$ cat src/rtl/multicycle_sequencer.sv
// ---------------------------------------------------------------------------
// multicycle_sequencer
//
// Multi-cycle control sequencer for an RV32I datapath. It owns the program
// counter, the instruction register, a retired-instruction counter and a
// six-state FSM (FETCH, DECODE, EXEC, MEM, WB, TRAP). Instruction and data
// memory accesses are handshaked and may take any number of wait states,
// bounded by an optional timeout.
//
// Handshake: a request (imem_req / dmem_req) is a Moore output decoded from
// the current state. The matching ready is sampled only on a rising edge where
// the request is 1; a ready seen while the request is 0 is ignored.
//
// Ports:
//   clk, rst          clock; asynchronous active-low reset
//   imem_req/addr     instruction fetch request and byte address (= pc)
//   imem_rdata/ready  fetched instruction and its valid strobe
//   dmem_req/we       data access request, 1 = store
//   dmem_ready        data access complete
//   imm, alu_zero     immediate from the imm generator, ALU zero flag
//   ir, pc            instruction register, program counter
//   ctrl_*            datapath control (alu_op, alu_src, reg_w, mem_to_reg)
//   state             current FSM state code
//   halt, err_code    sticky stop flag and trap cause
//   retired           count of retired instructions (wraps mod 2^32)
// ---------------------------------------------------------------------------
module multicycle_sequencer #(
    parameter int INST_WIDTH     = 32,
    parameter int ADDR_WIDTH     = 10,
    parameter int RESET_PC       = 0,
    parameter int TIMEOUT_CYCLES = 15
) (
    input  logic                  clk,
    input  logic                  rst,
    output logic                  imem_req,
    output logic [ADDR_WIDTH-1:0] imem_addr,
    input  logic [INST_WIDTH-1:0] imem_rdata,
    input  logic                  imem_ready,
    output logic                  dmem_req,
    output logic                  dmem_we,
    input  logic                  dmem_ready,
    input  logic [31:0]           imm,
    input  logic                  alu_zero,
    output logic [INST_WIDTH-1:0] ir,
    output logic [ADDR_WIDTH-1:0] pc,
    output logic [1:0]            ctrl_alu_op,
    output logic                  ctrl_alu_src,
    output logic                  ctrl_reg_w,
    output logic                  ctrl_mem_to_reg,
    output logic [2:0]            state,
    output logic                  halt,
    output logic [1:0]            err_code,
    output logic [31:0]           retired
);

    typedef enum logic [2:0] {
        S_FETCH  = 3'd0,
        S_DECODE = 3'd1,
        S_EXEC   = 3'd2,
        S_MEM    = 3'd3,
        S_WB     = 3'd4,
        S_TRAP   = 3'd5
    } state_t;

    typedef enum logic [2:0] {
        C_R       = 3'd0,
        C_I       = 3'd1,
        C_LOAD    = 3'd2,
        C_STORE   = 3'd3,
        C_BRANCH  = 3'd4,
        C_ILLEGAL = 3'd5
    } class_t;

    localparam logic [6:0] OP_R      = 7'b0110011;
    localparam logic [6:0] OP_I      = 7'b0010011;
    localparam logic [6:0] OP_LOAD   = 7'b0000011;
    localparam logic [6:0] OP_STORE  = 7'b0100011;
    localparam logic [6:0] OP_BRANCH = 7'b1100011;

    localparam logic [1:0] ERR_NONE     = 2'b00;
    localparam logic [1:0] ERR_ILLEGAL  = 2'b01;
    localparam logic [1:0] ERR_TIMEOUT  = 2'b10;
    localparam logic [1:0] ERR_MISALIGN = 2'b11;

    localparam logic [1:0] ALU_ADD   = 2'b00;
    localparam logic [1:0] ALU_SUB   = 2'b01;
    localparam logic [1:0] ALU_FUNCT = 2'b10;

    // Wait counter must be able to hold TIMEOUT_CYCLES itself.
    localparam int WAIT_W = (TIMEOUT_CYCLES > 0) ? $clog2(TIMEOUT_CYCLES + 1) : 1;
    localparam logic [WAIT_W-1:0]     WAIT_MAX = WAIT_W'(TIMEOUT_CYCLES);
    localparam logic [ADDR_WIDTH-1:0] PC_RESET = ADDR_WIDTH'(RESET_PC);

    state_t                state_q, state_d;
    logic [ADDR_WIDTH-1:0] pc_q, pc_d;
    logic [INST_WIDTH-1:0] ir_q, ir_d;
    logic [31:0]           retired_q, retired_d;
    logic                  halt_q, halt_d;
    logic [1:0]            err_q, err_d;
    logic [WAIT_W-1:0]     wait_q, wait_d;
    logic [1:0]            alu_op_q, alu_op_d;
    logic                  alu_src_q, alu_src_d;
    logic                  reg_w_q, reg_w_d;
    logic                  m2r_q, m2r_d;

    class_t                op_class;
    logic [ADDR_WIDTH-1:0] pc_plus4;
    logic [ADDR_WIDTH-1:0] branch_target;
    logic                  timeout_hit;
    logic                  unused_imm;

    // Only the low ADDR_WIDTH bits of the immediate affect the target.
    assign unused_imm    = ^imm;
    assign pc_plus4      = pc_q + ADDR_WIDTH'(4);
    assign branch_target = pc_q + imm[ADDR_WIDTH-1:0];
    // Ready in the same cycle as the limit wins, so this is only acted on
    // when ready is low.
    assign timeout_hit   = (TIMEOUT_CYCLES != 0) && (wait_q == WAIT_MAX);

    // Instruction class decoded from the held instruction register.
    always_comb begin
        op_class = C_ILLEGAL;
        case (ir_q[6:0])
            OP_R:      op_class = C_R;
            OP_I:      op_class = C_I;
            OP_LOAD:   op_class = C_LOAD;
            OP_STORE:  op_class = C_STORE;
            OP_BRANCH: op_class = C_BRANCH;
            default:   op_class = C_ILLEGAL;
        endcase
    end

    always_comb begin
        state_d   = state_q;
        pc_d      = pc_q;
        ir_d      = ir_q;
        retired_d = retired_q;
        halt_d    = halt_q;
        err_d     = err_q;
        wait_d    = wait_q;
        alu_op_d  = alu_op_q;
        alu_src_d = alu_src_q;
        reg_w_d   = 1'b0;
        m2r_d     = 1'b0;

        case (state_q)
            S_FETCH: begin
                if (imem_ready) begin
                    ir_d    = imem_rdata;
                    state_d = S_DECODE;
                end else if (timeout_hit) begin
                    state_d = S_TRAP;
                    err_d   = ERR_TIMEOUT;
                end else if (TIMEOUT_CYCLES != 0) begin
                    wait_d = wait_q + WAIT_W'(1);
                end
            end
            S_DECODE: begin
                // Control values are registered here so they are visible
                // from the first EXEC cycle on.
                case (op_class)
                    C_R: begin
                        alu_op_d  = ALU_FUNCT;
                        alu_src_d = 1'b0;
                        state_d   = S_EXEC;
                    end
                    C_I: begin
                        alu_op_d  = ALU_FUNCT;
                        alu_src_d = 1'b1;
                        state_d   = S_EXEC;
                    end
                    C_LOAD, C_STORE: begin
                        alu_op_d  = ALU_ADD;
                        alu_src_d = 1'b1;
                        state_d   = S_EXEC;
                    end
                    C_BRANCH: begin
                        alu_op_d  = ALU_SUB;
                        alu_src_d = 1'b0;
                        state_d   = S_EXEC;
                    end
                    default: begin
                        state_d = S_TRAP;
                        err_d   = ERR_ILLEGAL;
                    end
                endcase
            end
            S_EXEC: begin
                case (op_class)
                    C_R, C_I: begin
                        state_d = S_WB;
                        reg_w_d = 1'b1;
                    end
                    C_LOAD, C_STORE: begin
                        state_d = S_MEM;
                    end
                    default: begin
                        // Only a taken target can be misaligned; pc+4 keeps
                        // the alignment of pc.
                        if (alu_zero && (branch_target[1:0] != 2'b00)) begin
                            state_d = S_TRAP;
                            err_d   = ERR_MISALIGN;
                        end else begin
                            pc_d      = alu_zero ? branch_target : pc_plus4;
                            retired_d = retired_q + 32'd1;
                            state_d   = S_FETCH;
                        end
                    end
                endcase
            end
            S_MEM: begin
                if (dmem_ready) begin
                    if (op_class == C_STORE) begin
                        pc_d      = pc_plus4;
                        retired_d = retired_q + 32'd1;
                        state_d   = S_FETCH;
                    end else begin
                        state_d = S_WB;
                        reg_w_d = 1'b1;
                        m2r_d   = 1'b1;
                    end
                end else if (timeout_hit) begin
                    state_d = S_TRAP;
                    err_d   = ERR_TIMEOUT;
                end else if (TIMEOUT_CYCLES != 0) begin
                    wait_d = wait_q + WAIT_W'(1);
                end
            end
            S_WB: begin
                pc_d      = pc_plus4;
                retired_d = retired_q + 32'd1;
                state_d   = S_FETCH;
            end
            S_TRAP: begin
                state_d = S_TRAP;
            end
            default: begin
                // Unused codes 6 and 7.
                state_d = S_TRAP;
                err_d   = ERR_ILLEGAL;
            end
        endcase

        // Wait counter restarts whenever a new request phase begins.
        if ((state_d != state_q) && ((state_d == S_FETCH) || (state_d == S_MEM))) begin
            wait_d = '0;
        end

        // Control outputs are only live from EXEC through WB.
        if ((state_d == S_FETCH) || (state_d == S_DECODE) || (state_d == S_TRAP)) begin
            alu_op_d  = 2'b00;
            alu_src_d = 1'b0;
            reg_w_d   = 1'b0;
            m2r_d     = 1'b0;
        end

        if (state_d == S_TRAP) begin
            halt_d = 1'b1;
        end
    end

    always_ff @(posedge clk or negedge rst) begin
        if (!rst) begin
            state_q   <= S_FETCH;
            pc_q      <= PC_RESET;
            ir_q      <= '0;
            retired_q <= '0;
            halt_q    <= 1'b0;
            err_q     <= ERR_NONE;
            wait_q    <= '0;
            alu_op_q  <= 2'b00;
            alu_src_q <= 1'b0;
            reg_w_q   <= 1'b0;
            m2r_q     <= 1'b0;
        end else begin
            state_q   <= state_d;
            pc_q      <= pc_d;
            ir_q      <= ir_d;
            retired_q <= retired_d;
            halt_q    <= halt_d;
            err_q     <= err_d;
            wait_q    <= wait_d;
            alu_op_q  <= alu_op_d;
            alu_src_q <= alu_src_d;
            reg_w_q   <= reg_w_d;
            m2r_q     <= m2r_d;
        end
    end

    // Requests are decoded from state and forced low while reset is held.
    assign imem_req        = rst & (state_q == S_FETCH);
    assign dmem_req        = rst & (state_q == S_MEM);
    assign dmem_we         = rst & (state_q == S_MEM) & (op_class == C_STORE);
    assign imem_addr       = pc_q;
    assign pc              = pc_q;
    assign ir              = ir_q;
    assign ctrl_alu_op     = alu_op_q;
    assign ctrl_alu_src    = alu_src_q;
    assign ctrl_reg_w      = reg_w_q;
    assign ctrl_mem_to_reg = m2r_q;
    assign state           = state_q;
    assign halt            = halt_q;
    assign err_code        = err_q;
    assign retired         = retired_q;

endmodule

$ cat config.mk
export PLATFORM = sky130hd
export DESIGN_NAME = multicycle_sequencer
export DESIGN_NICKNAME = d
export VERILOG_FILES = /design/src/rtl/multicycle_sequencer.sv
export SDC_FILE = /design/constraint.sdc
export NUM_CORES = 1
export LEC_CHECK = 0
export CORE_MARGIN = 1.5
export CORE_UTILIZATION = 41
export DETAILED_ROUTE_END_ITERATION = 10
export GPL_ROUTABILITY_DRIVEN = 0
export PLACE_DENSITY = 0.77
export SLEW_MARGIN = 20
export SYNTH_ARGS = -nofsm -noshare
export SYNTH_HDL_FRONTEND = slang
export SYNTH_SLANG_ARGS = --single-unit
$ cat constraint.sdc
create_clock -name clk -period 2.35 [get_ports clk]
set_input_delay 0.47 -clock clk [delete_from_list [all_inputs] [get_ports clk]]
set_output_delay 0.47 -clock clk [all_outputs]
set_load 0.02 [all_outputs]
==> reports/qor.csv <==
stage,metric,value,unit
drt,ant_nets,0,
drt,wire_per_inst,16.6,um
sta,setup_ws,-154,ps
floorplanning,die_w,109,um
synth,synth-edff-count,0,
cts,cts_root_buffer,clkbuf_8,
setup_path,rr_worst_depth,8,
drt,drt_iter0_drc,247,
setup_path,r2r_start,imem_addr[0]$_DFFE_PN0P_,
floorplanning,io-pin-count,167,
power_and_ir_drop,total_power,0.00290,W
floorplanning,die_h,109,um
cells_and_area,finish.utilization,65.3,%
global_routing,grt_max_degree,87,
global_routing,grt_pass1_vias,4315,
cells_and_area,nets,707,
sta,worstMarginPinSlew,819,ps
power_and_ir_drop,powerDensity,408,mW/mm^2
setup_path,path_class,flop to flop,
setup_path,critical_path_buf_inv_count,0,
drt,viasPerCell,5.32,
floorplanning,dieArea,0.0118,sq mm
global_routing,grtUsageTotal,22.3,%
synth,avgSynthCellArea,10.8,sq um
sta,fmax,399,MHz
power_and_ir_drop,vdd_drop_max,0.239,mV
hold_path,min_to,halt$_DFFE_PN0P_,
floorplanning,core,0.0109,sq mm
global_routing,antenna_found_initial,0,
power_and_ir_drop,cellLeakagePower,3.11,nW
global_routing,grt_pass1_wl,20500,um
synth,async_flop_share,100,%
sta,setup_violations,33,
setup_path,cp-start-kind,flop,
synth,netlist_instances,424,
cts,cts_tree,built,
cts,clock-sinks,89,
hold_path,hold_path.class,flop to flop,
synth,synthFlopType,dfrtp_1,
sta,rsz0062_at_grt,yes,
cells_and_area,fillers,856,
setup_path,setup.worst_path.end_class,flop,
cells_and_area,layout_common_cells,"clkdlybuf4s50_1 (138), dfrtp_1 (87), buf_4 (59)",
synth,ys_seq_area_share,48.6,%
cts,cts_max_path_buffers,2,
place,dp_slack,-713,ps
setup_path,arrival,2740,ps
run,drv_cap,0,
setup_path,slowest_stage,fa_1,
cells_and_area,area_growth,55.1,%
setup_path,crit_fanout,4,
place,io_buffers,144,
setup_path,rr_endpoint,wait_q[2]$_DFFE_PN0P_,
hold_path,holdPathStages,1,
sta,hold_violations,0,
status,failed_checks,setup timing,
setup_path,crit_family,compound AO/OA/AOI/OAI gates,
cells_and_area,diodes,0,
synth,synth.distinct_cells,60,
place,dpl.hpwl,9390,um
hold_path,min_from,halt$_DFFE_PN0P_,
synth,syn_nets,506,
setup_path,reg2reg_slack,-150,ps
cts,path_clk_slew,100,ps
sta,slew_viol_final,0,
sta,period_needed,2500,ps
setup_path,critPathMaxStageDelay,500,ps
drt,vias,4095,
drt,wl,12800,um
sta,clock_skew,12.0,ps
floorplanning,start_util,42.1,%
synth,synth_warnings,0,
drt,dr.pass1.iters,4,
sta,min_period_over_period,107,%
floorplanning,rows,38,
global_routing,grt_overflow,0,
cells_and_area,mostFrequentLayoutCell,clkdlybuf4s50_1,
status,status,"finished, violations left",
setup_path,path_cells,ha_4 -> fa_1 -> o21ai_2 -> a21o_1 -> o22a_1 -> mux2_4 -> a2111oi_4 -> nor2_1,
drt,drc,0,
setup_path,worstPathRequired,2590,ps
cts,htree_levels,3,
cells_and_area,final_layout_size_suffix_gt1_share,27.9,%
synth,ys_seq_elements,89,
cts,cts_made_buffers,9,
synth,syn_area,0.00458,sq mm
sta,slew_headroom,44.0,%
cts,clkLatencyLatePin,360,ps
==> synth_stat cells, drive strengths merged, types with 3 or more instances <==
| cell | number | area [sq um] |
|---|---|---|
| nand3 | 18 | 90.1 |
| xnor2 | 29 | 254 |
| and3 | 7 | 43.8 |
| nor2 | 31 | 116 |
| a311oi | 5 | 67.6 |
| a31oi | 5 | 31.3 |
| nand2 | 30 | 118 |
| inv | 11 | 41.3 |
| a21oi | 17 | 85.1 |
| nor3 | 15 | 90.1 |
| nand2b | 6 | 40.0 |
| o211ai | 3 | 22.5 |
| buf | 17 | 109 |
| a21o | 5 | 37.5 |
| a211oi | 3 | 22.5 |
| clkbuf | 6 | 22.5 |
| nor4 | 3 | 25.0 |
| ha | 12 | 150 |
| xor2 | 13 | 114 |
| nand4 | 13 | 93.8 |
| dfrtp | 89 | 2230 |
| and2 | 3 | 18.8 |
| o21ai | 17 | 85.1 |
| mux2 | 36 | 405 |
==> cell families after synthesis <==
group                    synth area share (%)
XOR/XNOR                                 8.03
adder cells (fa/ha/maj)                  3.71
multiplexers                             9.28
buffers and inverters                    3.85
AO/OA/AOI/OAI                            10.4
flip-flops                               48.6
AND/OR/NAND/NOR                          16.1
==> report_power, final <==
| group | leakage, nW | switching (W) | total [W] | internal [W] |
|---|---|---|---|---|
| logic | 1.84 | 0.0000900 | 0.000204 | 0.000114 |
| registers | 1.17 | 0 | 0.00153 | 0.00153 |
| clock network | 0.0991 | 0.000564 | 0.00117 | 0.000603 |
==> routing by layer <==
layer,up-vias,wire length (um),part of all wire [%],global-route usage (%)
li1,1917,-,-,-
met5,-,0,0,0
met4,0,272,2.1,9.12
met3,22,1020,8.0,5.80
met2,168,6340,50,37.2
met1,1988,5170,40,27.4
==> layout make-up <==
class | count | area, sq um | share of cell area [%]
tap | 140 | 175 | 2.46
timing repair buffer | 213 | 1990 | 28.0
clock inverter | 6 | 91.3 | 1.29
sequential | 89 | 2230 | 31.4
inverter | 12 | 45.0 | 0.634
multi-input combinational | 300 | 2440 | 34.4
clock buffer | 10 | 128 | 1.80
==> worst max path at each step <==
stage                                        start                       to  depth (start not counted)
after global placement                      imm[0]    wait_q[1]$_DFFE_PN0P_                          9
after detailed placement                    imm[0]    wait_q[3]$_DFFE_PN0P_                          9
final                     imem_addr[0]$_DFFE_PN0P_    wait_q[2]$_DFFE_PN0P_                          8
after floorplan           imem_addr[0]$_DFFE_PN0P_    wait_q[0]$_DFFE_PN0P_                          8
after global routing      imem_addr[0]$_DFFE_PN0P_  retired[27]$_DFFE_PN0P_                          9
after CTS                 imem_addr[0]$_DFFE_PN0P_    wait_q[2]$_DFFE_PN0P_                          8
==> stage by stage <==
| step | setup TNS, ps | hold slack (ps) | std cells | instance area [sq um] |
|---|---|---|---|---|
| 4_1_cts | -2160 | 471 | 765 | 6970 |
| 5_1_grt | -6120 | 488 | 770 | 7110 |
| 3_5_place_dp | -28500 | 281 | 741 | 6550 |
| 3_3_place_gp | -26400 | 278 | 741 | 6550 |
| 2_1_floorplan | -560 | 174 | 424 | 4630 |
| 6_report | -2700 | 465 | 770 | 7110 |
==> what timing repair did <==
item                                    4_1_cts  5_1_grt
pin swaps                                    25       22
endpoints found under the setup margin       50       45
hold buffers                                  1        0
gates resized for setup                      40       20
hold endpoints to repair                      3        0
cloned                                        1        1
setup buffers                                 6        4
Power figures use the tool's default switching activity.
